==> config.mk <==
export PLATFORM = sky130hd
export DESIGN_NAME = proc_core_mc
export DESIGN_NICKNAME = d
export VERILOG_FILES = /design/src/rtl/proc_pkg.sv /design/src/rtl/proc_regfile.sv /design/src/rtl/proc_core_mc.sv
export SDC_FILE = /design/constraint.sdc
export NUM_CORES = 1
export LEC_CHECK = 0
export BUFFER_PORTS_ARGS = -buffer_cell sky130_fd_sc_hd__buf_2
export CAP_MARGIN = 10
export CORE_AREA = 2 2 153 155
export DETAILED_ROUTE_END_ITERATION = 7
export DIE_AREA = 0 0 155 157
export GPL_ROUTABILITY_DRIVEN = 0
export PLACE_DENSITY = 0.68
export SYNTH_ARGS = -nofsm -noshare
export SYNTH_HDL_FRONTEND = slang
export SYNTH_SLANG_ARGS = --single-unit
==> constraint.sdc <==
create_clock -name clk -period 3.55 [get_ports clk]
set_input_delay 0.1775 -clock clk [delete_from_list [all_inputs] [get_ports clk]]
set_output_delay 0.1775 -clock clk [all_outputs]
set_load 0.01 [all_outputs]
==> src/rtl/proc_pkg.sv <==
// rtl/proc_pkg.sv - opcodes, FSM states and instruction field positions for proc_core_mc
package proc_pkg;

  localparam logic [3:0] OP_NOP  = 4'h0;
  localparam logic [3:0] OP_LDI  = 4'h1;
  localparam logic [3:0] OP_ADD  = 4'h2;
  localparam logic [3:0] OP_SUB  = 4'h3;
  localparam logic [3:0] OP_ADDI = 4'h4;
  localparam logic [3:0] OP_BEQZ = 4'h5;
  localparam logic [3:0] OP_JMP  = 4'h6;
  localparam logic [3:0] OP_HALT = 4'hE;
  localparam logic [3:0] OP_OUT  = 4'hF;

  localparam int OP_HI  = 15;
  localparam int OP_LO  = 12;
  localparam int RA_HI  = 11;
  localparam int RA_LO  = 9;
  localparam int RB_HI  = 8;
  localparam int RB_LO  = 6;
  localparam int IMM_HI = 7;
  localparam int IMM_LO = 0;

  localparam int NUM_REGS = 8;
  localparam int REG_AW   = 3;

  typedef enum logic [1:0] {
    S_FETCH = 2'd0,
    S_EXEC  = 2'd1,
    S_WB    = 2'd2,
    S_HALT  = 2'd3
  } state_t;

endpackage

==> src/rtl/proc_regfile.sv <==
// rtl/proc_regfile.sv - 8-entry register file, two async read ports, one sync write port
module proc_regfile
  import proc_pkg::*;
#(
  parameter int DATA_W = 16
) (
  input  logic              clk,
  input  logic              rst_n,
  input  logic [REG_AW-1:0] ra_addr,
  output logic [DATA_W-1:0] ra_data,
  input  logic [REG_AW-1:0] rb_addr,
  output logic [DATA_W-1:0] rb_data,
  input  logic              we,
  input  logic [REG_AW-1:0] wa,
  input  logic [DATA_W-1:0] wd
);

  logic [DATA_W-1:0] regs [NUM_REGS];

  always_ff @(posedge clk or negedge rst_n) begin
    if (!rst_n) begin
      for (int i = 0; i < NUM_REGS; i++) regs[i] <= '0;
    end else if (we) begin
      regs[wa] <= wd;
    end
  end

  assign ra_data = regs[ra_addr];
  assign rb_data = regs[rb_addr];

endmodule

==> src/rtl/proc_core_mc.sv <==
// rtl/proc_core_mc.sv - multi-cycle 16-bit-instruction core: FETCH/EXEC/WB/HALT gated by step
module proc_core_mc
  import proc_pkg::*;
#(
  parameter int DATA_W = 16,
  parameter int PC_W   = 3
) (
  input  logic              clk,
  input  logic              rst_n,
  input  logic              step,
  input  logic [15:0]       instruction,
  output logic [PC_W-1:0]   pc,
  output logic [DATA_W-1:0] out_data,
  output logic              out_valid,
  input  logic              out_ready,
  output logic              halted
);

  state_t            state;
  logic [15:0]       ir;
  logic [DATA_W-1:0] res;
  logic              take_br;

  logic [3:0]        op;
  logic [REG_AW-1:0] ra;
  logic [REG_AW-1:0] rb;
  logic [7:0]        imm;
  logic [DATA_W-1:0] ra_val;
  logic [DATA_W-1:0] rb_val;
  logic              is_wr;
  logic              rf_we;

  assign op  = ir[OP_HI:OP_LO];
  assign ra  = ir[RA_HI:RA_LO];
  assign rb  = ir[RB_HI:RB_LO];
  assign imm = ir[IMM_HI:IMM_LO];

  assign is_wr = (op == OP_LDI) || (op == OP_ADD) || (op == OP_SUB) || (op == OP_ADDI);
  assign rf_we = (state == S_WB) && step && is_wr;

  proc_regfile #(.DATA_W(DATA_W)) u_rf (
    .clk     (clk),
    .rst_n   (rst_n),
    .ra_addr (ra),
    .ra_data (ra_val),
    .rb_addr (rb),
    .rb_data (rb_val),
    .we      (rf_we),
    .wa      (ra),
    .wd      (res)
  );

  // Single adder: LDI is 0 + zext(imm), SUB is a + ~b + 1.
  logic [DATA_W-1:0] alu_a;
  logic [DATA_W-1:0] alu_b;
  logic              alu_sub;
  logic [DATA_W-1:0] alu_y;

  always_comb begin
    alu_a   = ra_val;
    alu_b   = rb_val;
    alu_sub = 1'b0;
    case (op)
      OP_LDI: begin
        alu_a = '0;
        alu_b = DATA_W'(imm);
      end
      OP_SUB:  alu_sub = 1'b1;
      OP_ADDI: alu_b = DATA_W'($signed(imm));
      default: ;
    endcase
    alu_y = alu_a + (alu_sub ? ~alu_b : alu_b) + DATA_W'(alu_sub);
  end

  always_ff @(posedge clk or negedge rst_n) begin
    if (!rst_n) begin
      state     <= S_FETCH;
      pc        <= '0;
      ir        <= '0;
      res       <= '0;
      take_br   <= 1'b0;
      out_data  <= '0;
      out_valid <= 1'b0;
      halted    <= 1'b0;
    end else if (step) begin
      case (state)
        S_FETCH: begin
          ir    <= instruction;
          state <= S_EXEC;
        end
        S_EXEC: begin
          res     <= alu_y;
          take_br <= (op == OP_JMP) || ((op == OP_BEQZ) && (ra_val == '0));
          if (op == OP_OUT) begin
            out_valid <= 1'b1;
            out_data  <= ra_val;
          end
          state <= S_WB;
        end
        S_WB: begin
          if (op == OP_HALT) begin
            halted <= 1'b1;
            state  <= S_HALT;
          end else if (op == OP_OUT) begin
            if (out_valid && out_ready) begin
              out_valid <= 1'b0;
              pc        <= pc + PC_W'(1);
              state     <= S_FETCH;
            end
          end else begin
            pc    <= take_br ? imm[PC_W-1:0] : pc + PC_W'(1);
            state <= S_FETCH;
          end
        end
        default: state <= S_HALT;
      endcase
    end
  end

endmodule

# ---- Word level (Yosys, flattened, before mapping)
# Index checks and enable logic that the tools add are counted.
dict set report totals {
  ff_bits 184
  input_bits 20
  output_inout_bits 21
}
dict set report classes {
  n_addsub 3
  order_cmp 3
  n_eq_ne 16
  n_mux 25
  n_bitwise 4
  reduce_logical 19
}
# cell n
set op_table {}
lappend op_table {{bitwise mux 128 bit} 1}
lappend op_table {{2-to-1 mux 16 bit} 7}
lappend op_table {{binary-select mux 16 bit (select 3 bit)} 2}
lappend op_table {{demux 16 bit (select 3 bit)} 1}
lappend op_table {{one-hot mux 16 bit (2 select lines)} 1}
lappend op_table {{adder 16 x 1 -> 16 bit} 1}
lappend op_table {{adder 16 bit} 1}
lappend op_table {{zero test 16 bit} 1}
lappend op_table {{NOT 16 bit} 1}
lappend op_table {{equality test 4 x 3 -> 1 bit (second input constant)} 3}
lappend op_table {{2-to-1 mux 3 bit} 3}
lappend op_table {{equality test 4 x 2 -> 1 bit (second input constant)} 2}
lappend op_table {{equality test 4 bit (second input constant)} 2}
lappend op_table {{greater-or-equal comparator 4 bit (second input constant)} 2}
lappend op_table {{NOT 3 -> 4 bit} 2}
lappend op_table {{2-to-1 mux 2 bit} 3}
lappend op_table {{!= test 2 x 1 -> 1 bit (second input constant)} 3}
lappend op_table {{one-hot mux 2 bit (3 select lines)} 1}
lappend op_table {{AND reduction 2 bit} 3}
lappend op_table {{AND reduction 3 bit} 2}
lappend op_table {{AND reduction 6 bit} 1}
lappend op_table {{logical AND 1 bit} 5}
lappend op_table {{2-to-1 mux 1 bit} 5}
lappend op_table {{equality test 4 x 1 -> 1 bit (second input constant)} 1}
lappend op_table {{12 further kinds} 16}

# ---- Depth between registers and ports, before layout
dict set report depth {
  word_depth 9
  mapped_depth 17
}

# ---- By module
# From an unflattened synthesis, not the netlist that was laid out.
dict set report hier_totals {
  cells_unflattened 823
  area_unflattened_um2 10951.8
}
# module instances cells_each area_each_um2 seq_area_each_um2
set modules_own_cells {}
lappend modules_own_cells {proc_regfile 1 393 7000.5 3203.1}
lappend modules_own_cells {proc_core_mc 1 430 3951.3 1401.3}

# ---- Worst setup path after synthesis
# Ideal clock, no wire load.
dict set report synth_timing {
  kind {register to register}
  start {register ir[12]}
  end {register res[10]}
  setup_ns 0.140
  arrival_time_ns 3.560
  required_ns 3.410
  slack_ns -0.151
  stages_incl_launch_ff 15
  path_buffers 2
  period_less_slack_ns 3.701
  path_cell_list {dfrtp_1 > nor2b_1 > nor3b_1 > clkbuf_1 > buf_1 > xnor2_1 > fa_1 > a21o_1 > a21oi_1 > o21bai_1 > a211o_1 > o21a_1 > a21oi_1 > o21a_1 > o211ai_1}
}
dict set report synth_via {
  elab_chain_len 6
}
# item line_no
set synth_rtl {}
lappend synth_rtl {{start, declared} proc_core_mc.sv:20} ;# logic [15:0] ir;
lappend synth_rtl {{start signal, assigned} proc_core_mc.sv:88} ;# ir <= instruction;
lappend synth_rtl {{equality test 4 x 3 -> 1 bit / equality test 4 x 1 -> 1 bit (equally long branches)} proc_core_mc.sv:63} ;# case (op)
lappend synth_rtl {{one-hot mux 16 bit (2 select lines)} proc_core_mc.sv:63}
lappend synth_rtl {{NOT 16 bit} proc_core_mc.sv:72} ;# alu_y = alu_a + (alu_sub ? ~alu_b : alu_b) + DATA_W'(alu_sub);
lappend synth_rtl {{2-to-1 mux 16 bit} proc_core_mc.sv:72}
lappend synth_rtl {{adder 16 bit} proc_core_mc.sv:72}
lappend synth_rtl {{adder 16 x 1 -> 16 bit (*)} proc_core_mc.sv:72}
lappend synth_rtl {{end signal, assigned} proc_core_mc.sv:92} ;# res <= alu_y;
lappend synth_rtl {{end, declared} proc_core_mc.sv:21} ;# logic [DATA_W-1:0] res;
# Every way passes the cells marked *; elsewhere a longest branch is shown, timed or not.
# A chain may end at the register's enable or synchronous reset.

# ---- Final worst setup path
dict set report layout_timing {
  start {register ir[6]}
  end {register res[8]}
}
dict set report layout_via {
  elab_chain_len 9
}
# item line_no
set layout_rtl {}
lappend layout_rtl {{NOT 3 -> 4 bit (not written as such)} proc_regfile.sv:29} ;# assign rb_data = regs[rb_addr];
lappend layout_rtl {{binary-select mux 16 bit (select 3 bit)} proc_regfile.sv:29}
lappend layout_rtl {{2-to-1 mux 16 bit (not written as such) (2 in series)} proc_regfile.sv:29}
lappend layout_rtl {{one-hot mux 16 bit (2 select lines) (*)} proc_core_mc.sv:63}
lappend layout_rtl {{NOT 16 bit} proc_core_mc.sv:72}
lappend layout_rtl {{2-to-1 mux 16 bit (*)} proc_core_mc.sv:72}
lappend layout_rtl {{adder 16 bit (*)} proc_core_mc.sv:72}
lappend layout_rtl {{adder 16 x 1 -> 16 bit (*)} proc_core_mc.sv:72}
# Every way passes the cells marked *; elsewhere a longest branch is shown, timed or not. The select of a mux whose other input is x is not followed.

==> load_flow_metrics.sql <==
INSERT INTO impl_metrics (metric_group, metric, value, unit) VALUES
('sta', 'final-max-slew-violation-count', '0', ''),
('flow_run', 'maxCapViolCount', '0', ''),
('setup_path', 'logic_depth_of_the_worst_register_to_register_path', '15', ''),
('setup_path', 'setup.reg_to_reg.worst_slack', '0.007', 'ns'),
('global_routing', 'grt_use_total', '21.9', '%'),
('setup_path', 'peak_fanout_along_the_critical_path', '7', ''),
('yosys', 'synthesis.area_per_instance', '12.7', 'um^2'),
('min_path', 'worstHoldPathType', 'in2reg', ''),
('final_layout', 'layout-drive-gt1-share', '42.9', '%'),
('yosys', 'syn_area', '0.0101', 'mm^2'),
('drt', 'drt-pass1-iter-count', '4', ''),
('setup_path', 'worst_path_cell_trace', 'buf_6 -> mux4_2 -> mux2_4 -> mux2i_4 -> o31ai_4 -> fa_2 -> a21o_1 -> a21oi_2 -> o21bai_1 -> a211o_1 -> o21a_1 -> a21oi_2 -> buf_4 -> xnor2_1 -> o21ai_1', ''),
('sta', 'rsz_0062_raised_after_global_routing', 'true', ''),
('clock_tree', 'clock_insertion_delay_at_the_later_pin_of_the_skew_report', '0.44', 'ns'),
('min_path', 'timing.hold.worst.start', 'instruction[9]', ''),
('power_and_ir_drop', 'power.leakage', '0.00563', 'uW'),
('yosys', 'synthesis.nets', '834', ''),
('sta', 'final.setup_skew', '0.0135', 'ns'),
('yosys', 'synth_warnings', '0', ''),
('final_layout', 'area.growth.synth_to_final', '18.7', '%'),
('global_routing', 'largest_net_degree_at_the_start_of_global_routing', '97', ''),
('yosys', 'ys_top_cells_by_area', 'sky130_fd_sc_hd__dfrtp_1, sky130_fd_sc_hd__mux2_2, sky130_fd_sc_hd__mux4_2', ''),
('final_layout', 'n_antenna_cell', '0', ''),
('setup_path', 'reg2reg_to', 'res[8]', ''),
('yosys', 'synth_seq_area_share', '45.6', '%'),
('drt', 'routed_via_density', '5.92', ''),
('clock_tree', 'tritoncts', 'yes', ''),
('sta', 'finalWorstPathRequiredPeriod', '3.54', 'ns'),
('global_routing', 'first_global_vias', '7381', ''),
('sta', 'worst_slew_pin_slew', '0.904', 'ns'),
('setup_path', 'critical_path.max_stage_delay', '0.50', 'ns'),
('yosys', 'synthMostInstantiatedCell', 'sky130_fd_sc_hd__dfrtp_1', ''),
('floorplan', 'start_util', '44.9', '%'),
('yosys', 'ys_ff_latch', '184', ''),
('sta', 'timing.max_slew.rel_slack', '39.8', '%'),
('clock_tree', 'clock_tree.htree_level_count', '4', ''),
('clock_tree', 'cts_root_buffer', 'sky130_fd_sc_hd__clkbuf_16', ''),
('global_routing', 'grt_antenna_before_repair', '0', ''),
('drt', 'post-route-drc-count', '0', ''),
('final_layout', 'layout_nets', '935', ''),
('floorplan', 'io-pin-count', '41', ''),
('drt', 'via_count', '7060', ''),
('clock_tree', 'clock_sinks', '184', ''),
('setup_path', 'cp-end-kind', 'flop', ''),
('floorplan', 'fp.dieH', '157', 'um'),
('min_path', 'sink_of_the_worst_hold_path', 'ir[9]', ''),
('yosys', 'postSynth.asyncResetShare', '100', '%'),
('min_path', 'min_delay_path_depth', '2', ''),
('drt', 'routed_wire_length_per_instance', '21.3', 'um'),
('final_layout', 'fillerInstances', '1858', ''),
('placement', 'portBuffers', '40', ''),
('power_and_ir_drop', 'vdd_ir_drop_max', '0.000420', 'V'),
('sta', 'setup_viol', '0', ''),
('setup_path', 'worst-endpoint-required', '3.85', 'ns'),
('status', 'outcome', 'finished, final reports clean', ''),
('yosys', 'postSynthCellCount', '794', ''),
('yosys', 'edff_count_synth', '0', ''),
('drt', 'route.antenna.remaining_nets', '0', ''),
('floorplan', 'placeableCoreArea', '0.0225', 'mm^2'),
('power_and_ir_drop', 'pwr_density_cell', '766', 'mW/mm^2'),
('sta', 'report.final.hold_viol_count', '0', ''),
('yosys', 'netlist.area_leader.share', '45.6', '%'),
('setup_path', 'regToRegStartpoint', 'ir[6]', ''),
('floorplan', 'design.die.area', '0.0243', 'mm^2'),
('floorplan', 'chipWidth', '155', 'um'),
('yosys', 'dominantRegCellSynth', 'sky130_fd_sc_hd__dfrtp_1', ''),
('global_routing', 'grt_remaining_overflow', '0', ''),
('sta', 'maximum_frequency_from_static_timing_analysis', '282', 'MHz'),
('clock_tree', 'tritoncts.num_buffers', '17', ''),
('final_layout', 'finish.utilization', '53.3', '%'),
('setup_path', 'crit_arrival', '3.84', 'ns');
-- worst max-delay path by stage --
stage / start / to / slack [ns] / depth (start not counted)
3_3_place_gp: ir[6] / res[8] / -0.01 / 14
3_5_place_dp: ir[6] / res[10] / -0.09 / 14
5_1_grt: ir[6] / res[10] / -0.11 / 16
6_report: ir[6] / res[8] / 0.007 / 15
2_1_floorplan: ir[6] / res[10] / -0.01 / 16
4_1_cts: ir[6] / res[10] / 0.02 / 16
-- sequential cells by signal, summed over array words and instances, names as in the netlist --
register / flops
out_data: 16
state: 2
res: 16
u_rf.regs: 128
halted: 1
ir: 16
pc: 3
out_valid: 1
take_br: 1
-- power breakdown --
group / internal (uW) / total (uW) / switching, uW / leakage, uW
combinational: 2020 / 3950 / 1930 / 0.00284
clock: 1140 / 1990 / 855 / 0.000296
sequential: 2620 / 3260 / 634 / 0.00249
-- metal layers --
layer	global-route usage, %	vias up	wire, um
li1	-	3180	-
met1	30.3	3597	11600
met2	34.3	236	11800
met3	4.79	47	1530
met4	7.80	0	605
met5	0	-	0
-- cells in the final DEF, fill, tap and decap left out, types with 12 or more instances in the layout --
master | netlist | routed
sky130_fd_sc_hd__ha_1 | 19 | 17
sky130_fd_sc_hd__a21oi_1 | 24 | 17
sky130_fd_sc_hd__xor2_1 | 12 | 12
sky130_fd_sc_hd__dlygate4sd3_1 | 0 | 13
sky130_fd_sc_hd__mux2i_1 | 31 | 29
sky130_fd_sc_hd__buf_4 | 0 | 69
sky130_fd_sc_hd__xnor2_1 | 13 | 12
sky130_fd_sc_hd__mux4_2 | 56 | 56
sky130_fd_sc_hd__buf_2 | 11 | 39
sky130_fd_sc_hd__inv_1 | 12 | 12
sky130_fd_sc_hd__nor2_1 | 36 | 36
sky130_fd_sc_hd__o21ai_0 | 47 | 39
sky130_fd_sc_hd__mux2_2 | 149 | 149
sky130_fd_sc_hd__nand2_1 | 44 | 44
sky130_fd_sc_hd__clkbuf_16 | 0 | 17
sky130_fd_sc_hd__dfrtp_1 | 184 | 181
-- through the flow --
step / worst slack, ns / hold slack [ns] / area [um^2] / instances
after floorplan: -0.0131 / -0.118 / 10100 / 794
after global placement: -0.0135 / 0.343 / 11000 / 1138
after detailed placement: -0.0918 / 0.357 / 11000 / 1138
after CTS: 0.0218 / 0.00434 / 11800 / 1182
after global routing: -0.109 / 0.00512 / 12000 / 1192
final: 0.00713 / 0.00783 / 12000 / 1192
-- layout make-up --
cell class / count / area (um^2) / share of cell area (%)
multi-input cells: 547 / 5360 / 44.7
well taps: 285 / 357 / 2.97
repair buffers: 133 / 1020 / 8.48
flip-flops and latches: 184 / 4610 / 38.4
inverters: 12 / 45.0 / 0.375
clock inverters: 12 / 166 / 1.39
clock buffers: 19 / 443 / 3.69
-- timing repair --
item	4_1_cts	5_1_grt
endpoints found under the hold margin	106	0
buffers inserted	0	10
gates resized for setup	5	34
endpoints found under the setup margin	3	10
pin swaps	0	17
hold buffers	13	0
-- cells by family after synthesis --
family | share of synthesized area, %
mux | 32.5
simple gates | 6.84
flops | 45.6
xor+xnor | 2.17
fa+ha+maj | 2.55
compound gates | 7.80
buf+inv | 2.55
-- worst max-delay path, delay by kind of cell (launching register included) --
kind            cells  cell delay (ns)
compound gates      8             1.19
xor+xnor            1             0.11
mux                 3             0.96
flops               1             0.50
buf+inv             2             0.28
fa+ha+maj           1             0.38
(Power assumes the default switching activity.)
